===== config.mk =====
export PLATFORM = sky130hd
export DESIGN_NAME = bus_arbiter_rr_flat
export DESIGN_NICKNAME = d
export VERILOG_FILES = /design/src/rtl/bus_arbiter_rr_pkg.sv /design/src/rtl/bus_arbiter_rr_if.sv /design/src/rtl/bus_arbiter_rr_decoder.sv /design/src/rtl/bus_arbiter_rr.sv /design/src/flat_wrapper.sv
export SDC_FILE = /design/constraint.sdc
export NUM_CORES = 1
export LEC_CHECK = 0
export CAP_MARGIN = 20
export CORE_ASPECT_RATIO = 1.75
export CORE_MARGIN = 2
export CORE_UTILIZATION = 28
export CTS_CLUSTER_DIAMETER = 120
export CTS_CLUSTER_SIZE = 24
export DETAILED_ROUTE_END_ITERATION = 7
export GPL_TIMING_DRIVEN = 0
export PLACE_DENSITY = 0.54
export RECOVER_POWER = 50
export SLEW_MARGIN = 20
export SYNTH_ARGS = -nofsm -noshare
export SYNTH_HDL_FRONTEND = slang
export SYNTH_SLANG_ARGS = --single-unit
export TNS_END_PERCENT = 10

===== constraint.sdc =====
create_clock -name clk -period 2 [get_ports clk]
set_input_delay 0.6 -clock clk [delete_from_list [all_inputs] [get_ports clk]]
set_output_delay 0.6 -clock clk [all_outputs]
set_load 0.02 [all_outputs]

===== src/rtl/bus_arbiter_rr_pkg.sv =====
// Shared types, sizes and the round-robin pick helper for the bus arbiter.
package bus_arbiter_rr_pkg;

    typedef enum logic [1:0] {
        ST_IDLE    = 2'd0,
        ST_GRANT   = 2'd1,
        ST_RELEASE = 2'd2
    } state_t;

    localparam int NUM_REQ            = 4;
    localparam int DEFAULT_MAX_TENURE = 8;
    localparam int CNT_W              = 8;

    // First set request bit scanning upward from ptr, wrapping 3->0.
    // Returns ptr when nothing is requested; callers only use the result
    // when at least one bit is set.
    function automatic logic [1:0] rr_pick(input logic [NUM_REQ-1:0] req,
                                           input logic [1:0]         ptr);
        logic [1:0] idx;
        logic [1:0] win;
        logic       found;
        win   = ptr;
        found = 1'b0;
        for (int i = 0; i < NUM_REQ; i++) begin
            idx = ptr + 2'(i);
            if (!found && req[idx]) begin
                win   = idx;
                found = 1'b1;
            end
        end
        return win;
    endfunction

endpackage


===== src/rtl/bus_arbiter_rr_if.sv =====
// Request/grant bundle between the requesters (master) and the arbiter (slave).
interface bus_arbiter_rr_if;
    import bus_arbiter_rr_pkg::*;

    logic [NUM_REQ-1:0] req;
    logic [NUM_REQ-1:0] gnt;
    logic [1:0]         gnt_id;
    logic               gnt_valid;
    logic               busy;

    modport master (
        output req,
        input  gnt,
        input  gnt_id,
        input  gnt_valid,
        input  busy
    );

    modport slave (
        input  req,
        output gnt,
        output gnt_id,
        output gnt_valid,
        output busy
    );

endinterface


===== src/rtl/bus_arbiter_rr_decoder.sv =====
// 2-to-4 one-hot decoder with enable; all outputs low when en is low.
module decoder2_4 (
    input  logic [1:0] data,
    input  logic       en,
    output logic [3:0] y
);

    genvar gi;
    generate
        for (gi = 0; gi < 4; gi++) begin : g_dec
            assign y[gi] = en && (data == 2'(gi));
        end
    endgenerate

endmodule


===== src/rtl/bus_arbiter_rr.sv =====
// Four-way round-robin bus arbiter with bounded tenure and a one-cycle
// turnaround (RELEASE) between owners.
module bus_arbiter_rr
    import bus_arbiter_rr_pkg::*;
#(
    parameter int MAX_TENURE = DEFAULT_MAX_TENURE
) (
    input  logic                   clk,
    input  logic                   rst_n,
    bus_arbiter_rr_if.slave        bus
);

    localparam logic [CNT_W-1:0] CNT_LAST = CNT_W'(MAX_TENURE - 1);

    state_t             state_reg, state_next;
    logic [1:0]         owner_reg, owner_next;
    logic [1:0]         ptr_reg, ptr_next;
    logic [CNT_W-1:0]   cnt_reg, cnt_next;
    logic [NUM_REQ-1:0] gnt_reg;
    logic               gnt_valid_reg;
    logic               busy_reg;
    logic [NUM_REQ-1:0] dec_out;
    logic [NUM_REQ-1:0] others;
    logic               at_limit;

    // Requests other than the current owner's, and the tenure boundary.
    assign others   = bus.req & ~(NUM_REQ'(1) << owner_reg);
    assign at_limit = (cnt_reg == CNT_LAST);

    // Next-state logic: arbitration in IDLE/RELEASE, tenure policing in GRANT.
    always_comb begin
        state_next = state_reg;
        owner_next = owner_reg;
        ptr_next   = ptr_reg;
        cnt_next   = cnt_reg;
        case (state_reg)
            ST_IDLE, ST_RELEASE: begin
                if (|bus.req) begin
                    state_next = ST_GRANT;
                    owner_next = rr_pick(bus.req, ptr_reg);
                    cnt_next   = '0;
                end else begin
                    state_next = ST_IDLE;
                end
            end
            ST_GRANT: begin
                if (!bus.req[owner_reg] || (at_limit && (|others))) begin
                    state_next = ST_RELEASE;
                    ptr_next   = owner_reg + 2'd1;
                    cnt_next   = '0;
                end else if (at_limit) begin
                    // Nobody else waiting: the lone owner keeps the bus.
                    cnt_next   = '0;
                end else begin
                    cnt_next   = cnt_reg + CNT_W'(1);
                end
            end
            default: begin
                state_next = ST_IDLE;
                cnt_next   = '0;
            end
        endcase
    end

    // The decoder sees the values the owner/state registers are about to
    // take, so the registered grant lines up with them in the same cycle
    // and the grant latency stays at one edge.
    decoder2_4 u_dec (
        .data (owner_next),
        .en   (state_next == ST_GRANT),
        .y    (dec_out)
    );

    // State, pointer, counter and all registered outputs.
    always_ff @(posedge clk) begin
        if (!rst_n) begin
            state_reg     <= ST_IDLE;
            owner_reg     <= 2'd0;
            ptr_reg       <= 2'd0;
            cnt_reg       <= '0;
            gnt_reg       <= '0;
            gnt_valid_reg <= 1'b0;
            busy_reg      <= 1'b0;
        end else begin
            state_reg     <= state_next;
            owner_reg     <= owner_next;
            ptr_reg       <= ptr_next;
            cnt_reg       <= cnt_next;
            gnt_reg       <= dec_out;
            gnt_valid_reg <= (state_next == ST_GRANT);
            busy_reg      <= (state_next != ST_IDLE);
        end
    end

    assign bus.gnt       = gnt_reg;
    assign bus.gnt_id    = owner_reg;
    assign bus.gnt_valid = gnt_valid_reg;
    assign bus.busy      = busy_reg;

endmodule


===== src/flat_wrapper.sv =====
// flat-port wrapper written by rule: the top's interface ports become plain ports
module bus_arbiter_rr_flat import bus_arbiter_rr_pkg::*;
#(
    parameter int MAX_TENURE = DEFAULT_MAX_TENURE
)
  (clk, rst_n, bus_req, bus_gnt, bus_gnt_id, bus_gnt_valid, bus_busy);
  bus_arbiter_rr_if bus_i ();
  input  logic clk;
  input  logic rst_n;
  input wire logic [$bits(bus_i.req)-1:0] bus_req;
  output wire logic [$bits(bus_i.gnt)-1:0] bus_gnt;
  output wire logic [$bits(bus_i.gnt_id)-1:0] bus_gnt_id;
  output wire logic [$bits(bus_i.gnt_valid)-1:0] bus_gnt_valid;
  output wire logic [$bits(bus_i.busy)-1:0] bus_busy;
  assign bus_i.req = bus_req;
  assign bus_gnt = bus_i.gnt;
  assign bus_gnt_id = bus_i.gnt_id;
  assign bus_gnt_valid = bus_i.gnt_valid;
  assign bus_busy = bus_i.busy;
  bus_arbiter_rr #(.MAX_TENURE(MAX_TENURE)) u_core (.clk(clk), .rst_n(rst_n), .bus(bus_i));
endmodule

==> out/results.ini, run 1 <==
[placement]
finalWeightedCongestion=0.761
placed_area_um2=1190
io_buffers=13
hpwl_um=1740

[power_and_ir_drop]
combinationalPowerShare=0.175
pwr-share-seq=0.482
switching_share=0.264
total_internal_power_mw=0.662
power.net_switching_mw=0.237
power_density_cells_nw_per_um2=707
ir_drop_uv=429
clock_share_of_power=0.343
leakagePower_nw=0.493

[setup_path]
worstSetupPathType=reg -> out
timing.critical_path.cells=clkdlybuf4s50_1
worstPathMaxFanout=5
rrSetupSlack_ps=170
crit_family=buffers and inverters
worst-r2r-cell-count=5
worstPathRequired_ps=1400
crit-reg2reg-launch=u_core.cnt_reg[3]
critical_path.n_buffers_inverters=1
critical_path_arrival_ps=1320
cp-start-kind=flip-flop
timing.critical_path.to_type=output pin
critPathMaxStageDelay_ps=640
critPathSlowestCell=sky130_fd_sc_hd__clkdlybuf4s50_1
reg2reg_to=u_core.ptr_reg[1]

[floorplan]
dieArea_um2=4120
fp.coreArea_um2=3400
die_width_um=49.4
initial_core_utilization=0.297
die_h_um=83.4
io_pins=14
row_count=28

[clocking]
numClockSinks=20
cts_tree=yes
reg_clk_slew_reported_paths_ps=70
clock_tree.htree_level_count=1
tritoncts.num_buffers=3
cts-root-buf=sky130_fd_sc_hd__clkbuf_8
clock_insertion_delay_worst_skew_ps=260
clockBufferDepth=2

[routing]
avgRoutedWirePerCell_um=12.9
antenna_left=0
post_drt_via_cell_ratio=4.92
dr.pass1.iters=6
num_vias=856
drt-total-wl_um=2250
remaining_drc_errors=0
drt_iter0_drc=15

[final_layout]
post_route_cells_drive_above_1_share=0.140
finalNetCount=141
fill_cells=355
flow.area_growth_from_synthesis_pct=26.1
largest_register_ffs=8
antenna_cells_inserted=0
final_area_um2=1270

[yosys]
async_flop_share=0
post_synth_num_cell_types=37
postSynth.topFlopCell=sky130_fd_sc_hd__dfxtp_1
synth_edf_count=0
synth.cell_area_um2=1010
yosys_warnings=0
synthesis.nets=122
ys_seq_elements=20
ys_seq_area_frac=0.397
postSynthCellCount=111
synth.avg_cell_area_um2=9.09

[sta]
tightestPinTransition_ps=435
number_of_setup_violations_in_the_final_report=0
report.final.hold_viol_count=0
totalNegativeSetupSlack_ps=0
finClkSkew_ps=1.14
slew-limit-headroom=0.703
rsz0062_at_grt=false
achievable-frequency_mhz=520
min_period_over_period=0.961
maxSlewViolCount=0
finalCriticalPeriod_ps=1920

[global_routing]
grt_pass1_wl_um=3780
grt_antenna_before_repair=0
grt_usage=0.117
grt_pass1_vias=823
grt-ovfl-total=0
grt_start_max_net_pins=12

[min_path]
hold_path_end=u_core.ptr_reg[0]
holdPathStages=2
launch_point_of_the_worst_hold_path=u_core.ptr_reg[0]
hold_path.class=reg -> reg

[run_status]
outcome=complete, no violations

[flow_run]
max-cap-violations=0

## layout by cell type (no fill, tap or decap), drive strengths merged, types with 2 or more instances in the layout
| cell type | synthesis | layout |
|---|---|---|
| nand3 | 3 | 3 |
| dlygate4sd3 | 0 | 7 |
| nand2 | 11 | 11 |
| nor2 | 6 | 6 |
| nand2b | 3 | 3 |
| and2 | 4 | 4 |
| clkdlybuf4s50 | 0 | 2 |
| dlygate4sd2 | 0 | 4 |
| o21ai | 8 | 8 |
| nor3 | 5 | 5 |
| nor2b | 6 | 6 |
| xnor2 | 2 | 2 |
| mux2i | 2 | 2 |
| inv | 6 | 6 |
| dfxtp | 20 | 20 |
| clkbuf | 1 | 5 |
| and3 | 5 | 5 |
| nor3b | 3 | 3 |
| a21oi | 4 | 4 |
| ha | 5 | 5 |
| o31ai | 3 | 3 |
| a21boi | 2 | 2 |
## metal layers
metal	global-route usage	routed length, µm	vias to the layer above
li1	-	-	428
met1	0.124	905	405
met2	0.216	1230	18
met3	0.0252	77	5
met4	0.0468	37	0
met5	0	0	-
## what timing repair did
action                                  CTS  global route
hold buffers                              0             0
gates resized for setup                   8             0
setup buffers                             1             0
endpoints found under the setup margin   15             0
## cell families (layout without fill, tap and decap cells)
family,Yosys count,after routing,share of synthesized area
muxes,3,3,0.0422
adders and majority gates,5,5,0.0620
buffers and inverters,7,25,0.0260
AOI/OAI and AO/OA,24,24,0.170
DFF,20,20,0.397
xor gates and xnor gates,3,3,0.0261
and+or+nand+nor,49,49,0.277
## through the flow
| step | cells | power (mW) | hold slack, ps | setup slack (ps) | util |
|---|---|---|---|---|---|
| 6_report | 174 | 0.899 | 486 | 78.2 | 0.374 |
| 5_1_grt | 174 | 0.940 | 489 | 4.03 | 0.374 |
| 2_1_floorplan | 111 | 0.532 | 448 | 232 | - |
| 4_1_cts | 174 | 0.914 | 482 | 64.0 | 0.374 |
| 3_3_place_gp | 169 | 0.595 | 468 | -469 | 0.352 |
| 3_5_place_dp | 169 | 0.598 | 471 | -544 | 0.352 |
## cells in the mapped netlist (all sizes together) (2+ instances only)
library cell,count,area share
dfxtp,20,0.40
nand2,11,0.041
o21ai,8,0.051
inv,6,0.022
nor2,6,0.022
nor2b,6,0.037
and3,5,0.033
ha,5,0.062
nor3,5,0.036
a21oi,4,0.024
and2,4,0.025
nand2b,3,0.019
nand3,3,0.015
nor3b,3,0.022
o31ai,3,0.022
a21boi,2,0.019
mux2i,2,0.020
xnor2,2,0.017
## layout make-up
type | count | area, µm² | area share
inverters | 6 | 22.5 | 0.0177
well taps | 45 | 56.3 | 0.0443
flip-flops and latches | 20 | 400 | 0.315
plain buffers | 1 | 3.75 | 0.00295
repair buffers | 14 | 133 | 0.104
multi-input cells | 84 | 601 | 0.472
clock buffers | 4 | 55.1 | 0.0433
## tightest hold or removal path, delay by kind of cell (launching register included)
kind / cells / cell delay [ps]
DFF: 1 / 330
and+or+nand+nor: 1 / 60
muxes: 1 / 50
## power by group through the flow
stage | clock network, mW | registers (mW) | logic (mW)
after floorplan | 0 | 0.455 | 0.0776
after global placement | 0 | 0.441 | 0.154
after detailed placement | 0 | 0.442 | 0.156
after CTS | 0.318 | 0.433 | 0.163
after global routing | 0.332 | 0.435 | 0.172
final | 0.309 | 0.433 | 0.157
## worst max-delay path by stage
stage	startpoint	end	slack, ps	depth (start not counted)
after floorplan	bus_req[3]	u_core.bus.gnt[3]	230	6
after global placement	bus_req[1]	u_core.bus.gnt[3]	-470	7
final	u_core.bus.gnt_id[0]	bus_gnt_id[0]	80	1
after detailed placement	bus_req[1]	u_core.bus.gnt[2]	-540	6
after CTS	u_core.bus.gnt_id[1]	bus_gnt_id[1]	60	1
after global routing	u_core.cnt_reg[3]	u_core.ptr_reg[1]	4	5
No activity file was read; power rests on OpenSTA's default activity.
==> inputs of run 2 (changes only) <==
--- a/config.mk
+++ b/config.mk
@@ -8,5 +8,4 @@
 export CAP_MARGIN = 20
-export CORE_ASPECT_RATIO = 1.75
 export CORE_MARGIN = 2
-export CORE_UTILIZATION = 28
+export CORE_UTILIZATION = 52
 export CTS_CLUSTER_DIAMETER = 120
@@ -15,3 +14,3 @@
 export GPL_TIMING_DRIVEN = 0
-export PLACE_DENSITY = 0.54
+export PLACE_DENSITY = 0.84
 export RECOVER_POWER = 50
--- a/constraint.sdc
+++ b/constraint.sdc
@@ -3,2 +3,2 @@
 set_output_delay 0.6 -clock clk [all_outputs]
-set_load 0.02 [all_outputs]
+set_load 0.05 [all_outputs]
==> run 2 against run 1 <==
Against the previous run: final cell count fell by 11%; sequential power hardly changed; utilization increased by 32 points; critical path depth increased by 6; worst setup slack better by 18 ps; design area shrank 2.3%; critical endpoint is now u_core.bus.gnt[3]; largest power group unchanged.
==> out/results.ini, run 2 (same netlist as run 1, synthesis figures left out) <==
[setup_path]
reg2reg_to=u_core.bus.gnt[3]
critical_path_arrival_ps=2120  ; +800 ps
worstPathMaxFanout=7  ; +2
timing.critical_path.to_type=flip-flop
critPathMaxStageDelay_ps=530  ; -110 ps
worstPathRequired_ps=2210  ; +810 ps
worst-r2r-cell-count=6  ; +1
critPathSlowestCell=sky130_fd_sc_hd__mux4_2
cp-start-kind=input port
crit_family=multiplexers
rrSetupSlack_ps=130  ; -40 ps
worstSetupPathType=in -> reg
timing.critical_path.cells=dlygate4sd2_1 > mux4_2 > nand2_2 > a21oi_1 > o21ai_4 > inv_2 > and3_1
critical_path.n_buffers_inverters=2  ; +1
crit-reg2reg-launch=u_core.cnt_reg[3]

[clocking]
reg_clk_slew_reported_paths_ps=110  ; +40 ps
numClockSinks=20  ; unchanged
clock_tree.htree_level_count=1  ; unchanged
postCtsHoldBufs=0  ; unchanged
clockBufferDepth=2  ; unchanged
cts_tree=yes
clock_insertion_delay_worst_skew_ps=300  ; +40 ps
tritoncts.num_buffers=3  ; unchanged
cts-root-buf=sky130_fd_sc_hd__clkbuf_4

[min_path]
launch_point_of_the_worst_hold_path=u_core.ptr_reg[0]
hold_path.class=reg -> reg
holdPathStages=2  ; unchanged
hold_path_end=u_core.ptr_reg[0]

[routing]
post_drt_via_cell_ratio=5.46  ; +11%
remaining_drc_errors=0  ; unchanged
dr.pass1.iters=5  ; -1
drt-total-wl_um=2070  ; -7.8%
antenna_left=0  ; unchanged
drt_iter0_drc=15  ; unchanged
avgRoutedWirePerCell_um=13.4  ; +3.5%
num_vias=847  ; -1.1%

[global_routing]
grt_pass1_wl_um=3310  ; -13%
grt_start_max_net_pins=12  ; unchanged
grt-ovfl-total=0  ; unchanged
grt_pass1_vias=741  ; -10%
grt_usage=0.213  ; +0.0954
grt_antenna_before_repair=0  ; unchanged

[final_layout]
largest_register_ffs=8  ; unchanged
fill_cells=143  ; -60%
flow.area_growth_from_synthesis_pct=23.2
seqCellArea_um2=400  ; unchanged
finalNetCount=142  ; +0.71%
final_area_um2=1240  ; -2.3%
layout.cells.most_common=sky130_fd_sc_hd__dfxtp_1
post_route_cells_drive_above_1_share=0.154  ; +0.0143
final_core_utilization=0.697  ; +0.323
multiInputGateArea_um2=607  ; +1.0%
antenna_cells_inserted=0  ; unchanged
highest_count_cells_in_the_layout_ignoring_fill_and_taps=sky130_fd_sc_hd__dfxtp_1 (20), sky130_fd_sc_hd__nand2_1 (10), sky130_fd_sc_hd__dlygate4sd2_1 (9)

[sta]
min_period_over_period=0.952  ; -0.00895
achievable-frequency_mhz=525  ; +0.94%
totalNegativeSetupSlack_ps=0  ; unchanged
finClkSkew_ps=1.94  ; +0.797 ps
finalCriticalPeriod_ps=1900  ; -17.9 ps
maxSlewViolCount=0  ; unchanged
number_of_setup_violations_in_the_final_report=0  ; unchanged
slew-limit-headroom=0.668  ; -0.0340
tightestPinTransition_ps=499  ; +64.2 ps
rsz0062_at_grt=false
report.final.hold_viol_count=0  ; unchanged

[power_and_ir_drop]
ir_drop_uv=505  ; +18%
power.total_mw=0.857  ; -4.6%
power_density_cells_nw_per_um2=690  ; -2.4%
leakagePower_nw=0.531  ; +7.8%

[placement]
hpwl_um=1510  ; -13%
io_buffers=13  ; unchanged
placed_area_um2=1170  ; -2.1%
finalWeightedCongestion=0.871  ; +14%

[floorplan]
die_width_um=48.0  ; -2.7%
initial_core_utilization=0.566  ; +0.269
row_count=15  ; -46%
die_h_um=48.0  ; -42%
fp.coreArea_um2=1780  ; -48%
io_pins=14  ; unchanged
dieArea_um2=2310  ; -44%

[run_status]
outcome=complete, no violations

[flow_run]
max-cap-violations=0  ; unchanged

-- run 2: cell count changes in the layout (fill, tap and decap cells not counted), sizes merged --
| cell | before | now |
|---|---|---|
| buf | 1 | 2 |
| clkdlybuf4s50 | 2 | 0 |
| dlygate4sd2 | 4 | 9 |
| dlygate4sd3 | 7 | 1 |
| dlymetal6s2s | 0 | 3 |
-- run 2: per-stage QoR --
step	instances	worst slack (ps)	hold slack, ps
after detailed placement	149	-562	483
after floorplan	111	23.2	448
after global placement	149	-441	469
after CTS	153	-78.2	499
after global routing	155	29.4	507
final	155	96.1	496
-- run 2: worst max path at each step --
| stage | from | to | slack, ps | depth (start not counted) |
|---|---|---|---|---|
| after global placement | bus_req[1] | u_core.bus.gnt[3] | -440 | 7 |
| after global routing | bus_req[1] | u_core.bus.gnt[3] | 30 | 7 |
| after detailed placement | bus_req[1] | u_core.bus.gnt[2] | -560 | 6 |
| after CTS | bus_req[0] | u_core.bus.gnt[2] | -80 | 6 |
| final | bus_req[1] | u_core.bus.gnt[3] | 100 | 7 |
| after floorplan | u_core.bus.gnt_id[1] | u_core.bus.gnt[3] | 20 | 6 |
-- run 2: per-layer routing --
metal	vias to the layer above	part of all wire	GRT usage
met5	-	0	0
met4	0	0.028	0.0973
met3	6	0.047	0.0491
met2	26	0.47	0.333
met1	383	0.45	0.276
li1	432	-	-
-- run 2: layout make-up --
| cell class | instances | share of cell area |
|---|---|---|
| buffer | 1 | 0.00302 |
| clock buffer | 4 | 0.0292 |
| inverter | 6 | 0.0181 |
| multi-input combinational | 84 | 0.488 |
| sequential | 20 | 0.322 |
| tap | 25 | 0.0252 |
| timing repair buffer | 15 | 0.114 |
-- run 2: worst reg2reg max path, stage by stage, from the launching register on --
cell	delay, ps
sky130_fd_sc_hd__dfxtp_1	390
sky130_fd_sc_hd__or4_4	580
sky130_fd_sc_hd__nor3_4	230
sky130_fd_sc_hd__a21oi_1	140
sky130_fd_sc_hd__o21ai_4	240
sky130_fd_sc_hd__inv_2	50
sky130_fd_sc_hd__and3_1	140
-- run 2: power breakdown --
group / total [mW] / leakage, nW / internal [mW] / switching, mW
Combinational: 0.187 / 0.347 / 0.0674 / 0.120
Sequential: 0.433 / 0.163 / 0.419 / 0.0145
Clock: 0.236 / 0.0210 / 0.111 / 0.125
Total: 0.857 / 0.531 / 0.597 / 0.260
-- run 2: timing repair --
action | 4_1_cts | 5_1_grt
setup buffers | 0 | 2
pin swaps | 0 | 2
setup endpoints to repair | 21 | 15
gates resized for setup | 12 | 7
==> inputs of run 3 (changes only) <==
Settings changed: CELL_PAD_IN_SITES_DETAIL_PLACEMENT from default to 0, CELL_PAD_IN_SITES_GLOBAL_PLACEMENT from default to 1, CORE_ASPECT_RATIO from default to 1.75, CORE_UTILIZATION 52 to 40, HOLD_SLACK_MARGIN from default to 0.08, PLACE_DENSITY 0.84 to default, PLACE_DENSITY_LB_ADDON from default to 0.1.
==> run 3 against run 2 <==
Against the previous run: worst setup slack got worse by 58 ps; worst hold slack worse by 1.5 ps; power is 18% higher; global-route usage fell by 5.2 points; register-to-register slack improved by 30 ps; sequential share of layout area grew 0.065 points; sequential power hardly changed; first-iteration DRC count down 13%; via count is 0.24% higher; wire length up 3.1%; clock power increased by 71%.
==> out/results.ini, run 3 (same netlist as run 1, synthesis figures left out) <==
[final_layout]
final_core_utilization=0.510  ; -0.187
post_route_cells_drive_above_1_share=0.148  ; -0.00541
layout.cells.non_filler=154  ; -0.65%
final_area_um2=1240  ; -0.20%
seqCellArea_um2=400  ; unchanged
flow.area_growth_from_synthesis_pct=23.0
fill_cells=254  ; +78%
highest_count_cells_in_the_layout_ignoring_fill_and_taps=sky130_fd_sc_hd__dfxtp_1 (20), sky130_fd_sc_hd__nand2_1 (9), sky130_fd_sc_hd__o21ai_0 (7)
antenna_cells_inserted=0  ; unchanged
layout.cells.most_common=sky130_fd_sc_hd__dfxtp_1
multiInputGateArea_um2=606  ; -0.21%
largest_register_ffs=8  ; unchanged
finalNetCount=140  ; -1.4%

[clocking]
postCtsHoldBufs=0  ; unchanged
clock_insertion_delay_worst_skew_ps=260  ; -40 ps
clock_tree.htree_level_count=1  ; unchanged
numClockSinks=20  ; unchanged
reg_clk_slew_reported_paths_ps=80  ; -30 ps
cts-root-buf=sky130_fd_sc_hd__clkbuf_8
clockBufferDepth=2  ; unchanged
cts_tree=yes
cts_setup_buffers=0  ; unchanged
tritoncts.num_buffers=3  ; unchanged

[global_routing]
grt_start_max_net_pins=13  ; +1
grt_pass1_vias=828  ; +12%
grt_antenna_before_repair=0  ; unchanged
grt_usage=0.160  ; -0.0524
grt-ovfl-total=0  ; unchanged
grt_pass1_wl_um=3640  ; +10%

[routing]
post_drt_via_cell_ratio=5.51  ; +0.89%
remaining_drc_errors=0  ; unchanged
avgRoutedWirePerCell_um=13.9  ; +3.8%
drt_iter0_drc=13  ; -2
dr.pass1.iters=4  ; -1
num_vias=849  ; +0.24%
antenna_left=0  ; unchanged
drt-total-wl_um=2140  ; +3.1%

[power_and_ir_drop]
ir_drop_uv=540  ; +7.0%
clock_share_of_power=0.397  ; +0.121
total_internal_power_mw=0.747  ; +25%
leakagePower_nw=0.481  ; -9.4%
power_density_cells_nw_per_um2=818  ; +19%
combinationalPowerShare=0.176  ; -0.043
switching_share=0.263  ; -0.0399
power.net_switching_mw=0.267  ; +2.8%
pwr-share-seq=0.427  ; -0.078
power.total_mw=1.01  ; +18%

[setup_path]
rrSetupSlack_ps=160  ; +30 ps
worstPathRequired_ps=1400  ; -810 ps
worst-r2r-cell-count=5  ; -1
critPathMaxStageDelay_ps=790  ; +260 ps
critical_path.startpoint=u_core.bus.gnt[0]
critPathSlowestCell=sky130_fd_sc_hd__clkdlybuf4s50_1
worstPathMaxFanout=1  ; -6
worstSetupPathType=reg -> out
crit-reg2reg-launch=u_core.cnt_reg[3]
cp-start-kind=flip-flop
critical_path.n_buffers_inverters=1  ; -1
timing.critical_path.to_type=output pin
crit_family=buffers and inverters
critical_path_arrival_ps=1360  ; -760 ps
timing.critical_path.cells=clkdlybuf4s50_1
reg2reg_to=u_core.ptr_reg[1]

[min_path]
holdPathStages=2  ; unchanged
launch_point_of_the_worst_hold_path=u_core.ptr_reg[0]
hold_path_end=u_core.ptr_reg[0]
hold_path.class=reg -> reg

[placement]
io_buffers=13  ; unchanged
hpwl_um=1690  ; +12%
placed_area_um2=1170  ; +0.11%
finalWeightedCongestion=0.816  ; -6.3%
dp.cells=150  ; +0.67%
dpl_worst_slack_ps=-501  ; +61.3 ps

[sta]
min_period_over_period=0.981  ; +0.0288
finalCriticalPeriod_ps=1960  ; +57.6 ps
finalHoldWorstSlack_ps=495  ; -1.47 ps
number_of_setup_violations_in_the_final_report=0  ; unchanged
maxSlewViolCount=0  ; unchanged
finClkSkew_ps=1.18  ; -0.756 ps
achievable-frequency_mhz=510  ; -2.9%
layout_setup_ws_ps=38.5  ; -57.6 ps
tightestPinTransition_ps=609  ; +110 ps
report.final.hold_viol_count=0  ; unchanged
totalNegativeSetupSlack_ps=0  ; unchanged
slew-limit-headroom=0.596  ; -0.0730
rsz0062_at_grt=false

[floorplan]
fp.coreArea_um2=2430  ; +36%
io_pins=14  ; unchanged
dieArea_um2=2950  ; +28%
die_width_um=42.0  ; -13%
initial_core_utilization=0.415  ; -0.151
row_count=24  ; +9
die_h_um=70.4  ; +47%

[flow_run]
max-cap-violations=0  ; unchanged

[run_status]
outcome=complete, no violations

-- run 3: routing by layer --
layer	global-route usage	part of all wire	wire length (µm)	vias up
li1	-	-	-	429
met4	0.0645	0.015	31	0
met3	0.0258	0.018	39	4
met1	0.167	0.39	833	406
met2	0.304	0.58	1230	10
met5	0	0	0	-
-- run 3: worst min-delay path: stages (launching register included) --
cell                      delay (ps)
sky130_fd_sc_hd__dfxtp_1         330
sky130_fd_sc_hd__nand2_1          60
sky130_fd_sc_hd__mux2i_1          50
-- run 3: how the worst max path moves through the flow --
stage | endpoint | depth (start not counted) | slack, ps
final | bus_gnt[0] | 1 | 40
after global routing | u_core.ptr_reg[0] | 5 | 6
after CTS | bus_gnt[1] | 1 | 20
after detailed placement | u_core.bus.gnt[2] | 6 | -500
after global placement | u_core.bus.gnt[2] | 6 | -500
after floorplan | u_core.bus.gnt[3] | 6 | 20
-- run 3: cell type report --
type,instances,area share
buffer,1,0.00303
inverter,6,0.0182
clock buffer,3,0.0333
tap,26,0.0262
multi-input combinational,84,0.488
clock inverter,1,0.0242
sequential,20,0.323
timing repair buffer,13,0.0838
-- run 3: repair_timing --
| action | CTS | global route |
|---|---|---|
| gates resized for setup | 12 | 3 |
| setup endpoints to repair | 17 | 4 |
| pin swaps | 0 | 1 |
| hold endpoints to repair | 0 | 0 |
-- run 3: power by group through the flow --
stage | clock [mW] | combinational [mW] | sequential [mW]
floorplan | 0 | 0.0776 | 0.483
global placement | 0 | 0.182 | 0.441
detailed placement | 0 | 0.183 | 0.442
CTS | 0.410 | 0.185 | 0.433
global route | 0.423 | 0.196 | 0.435
finish | 0.403 | 0.178 | 0.433
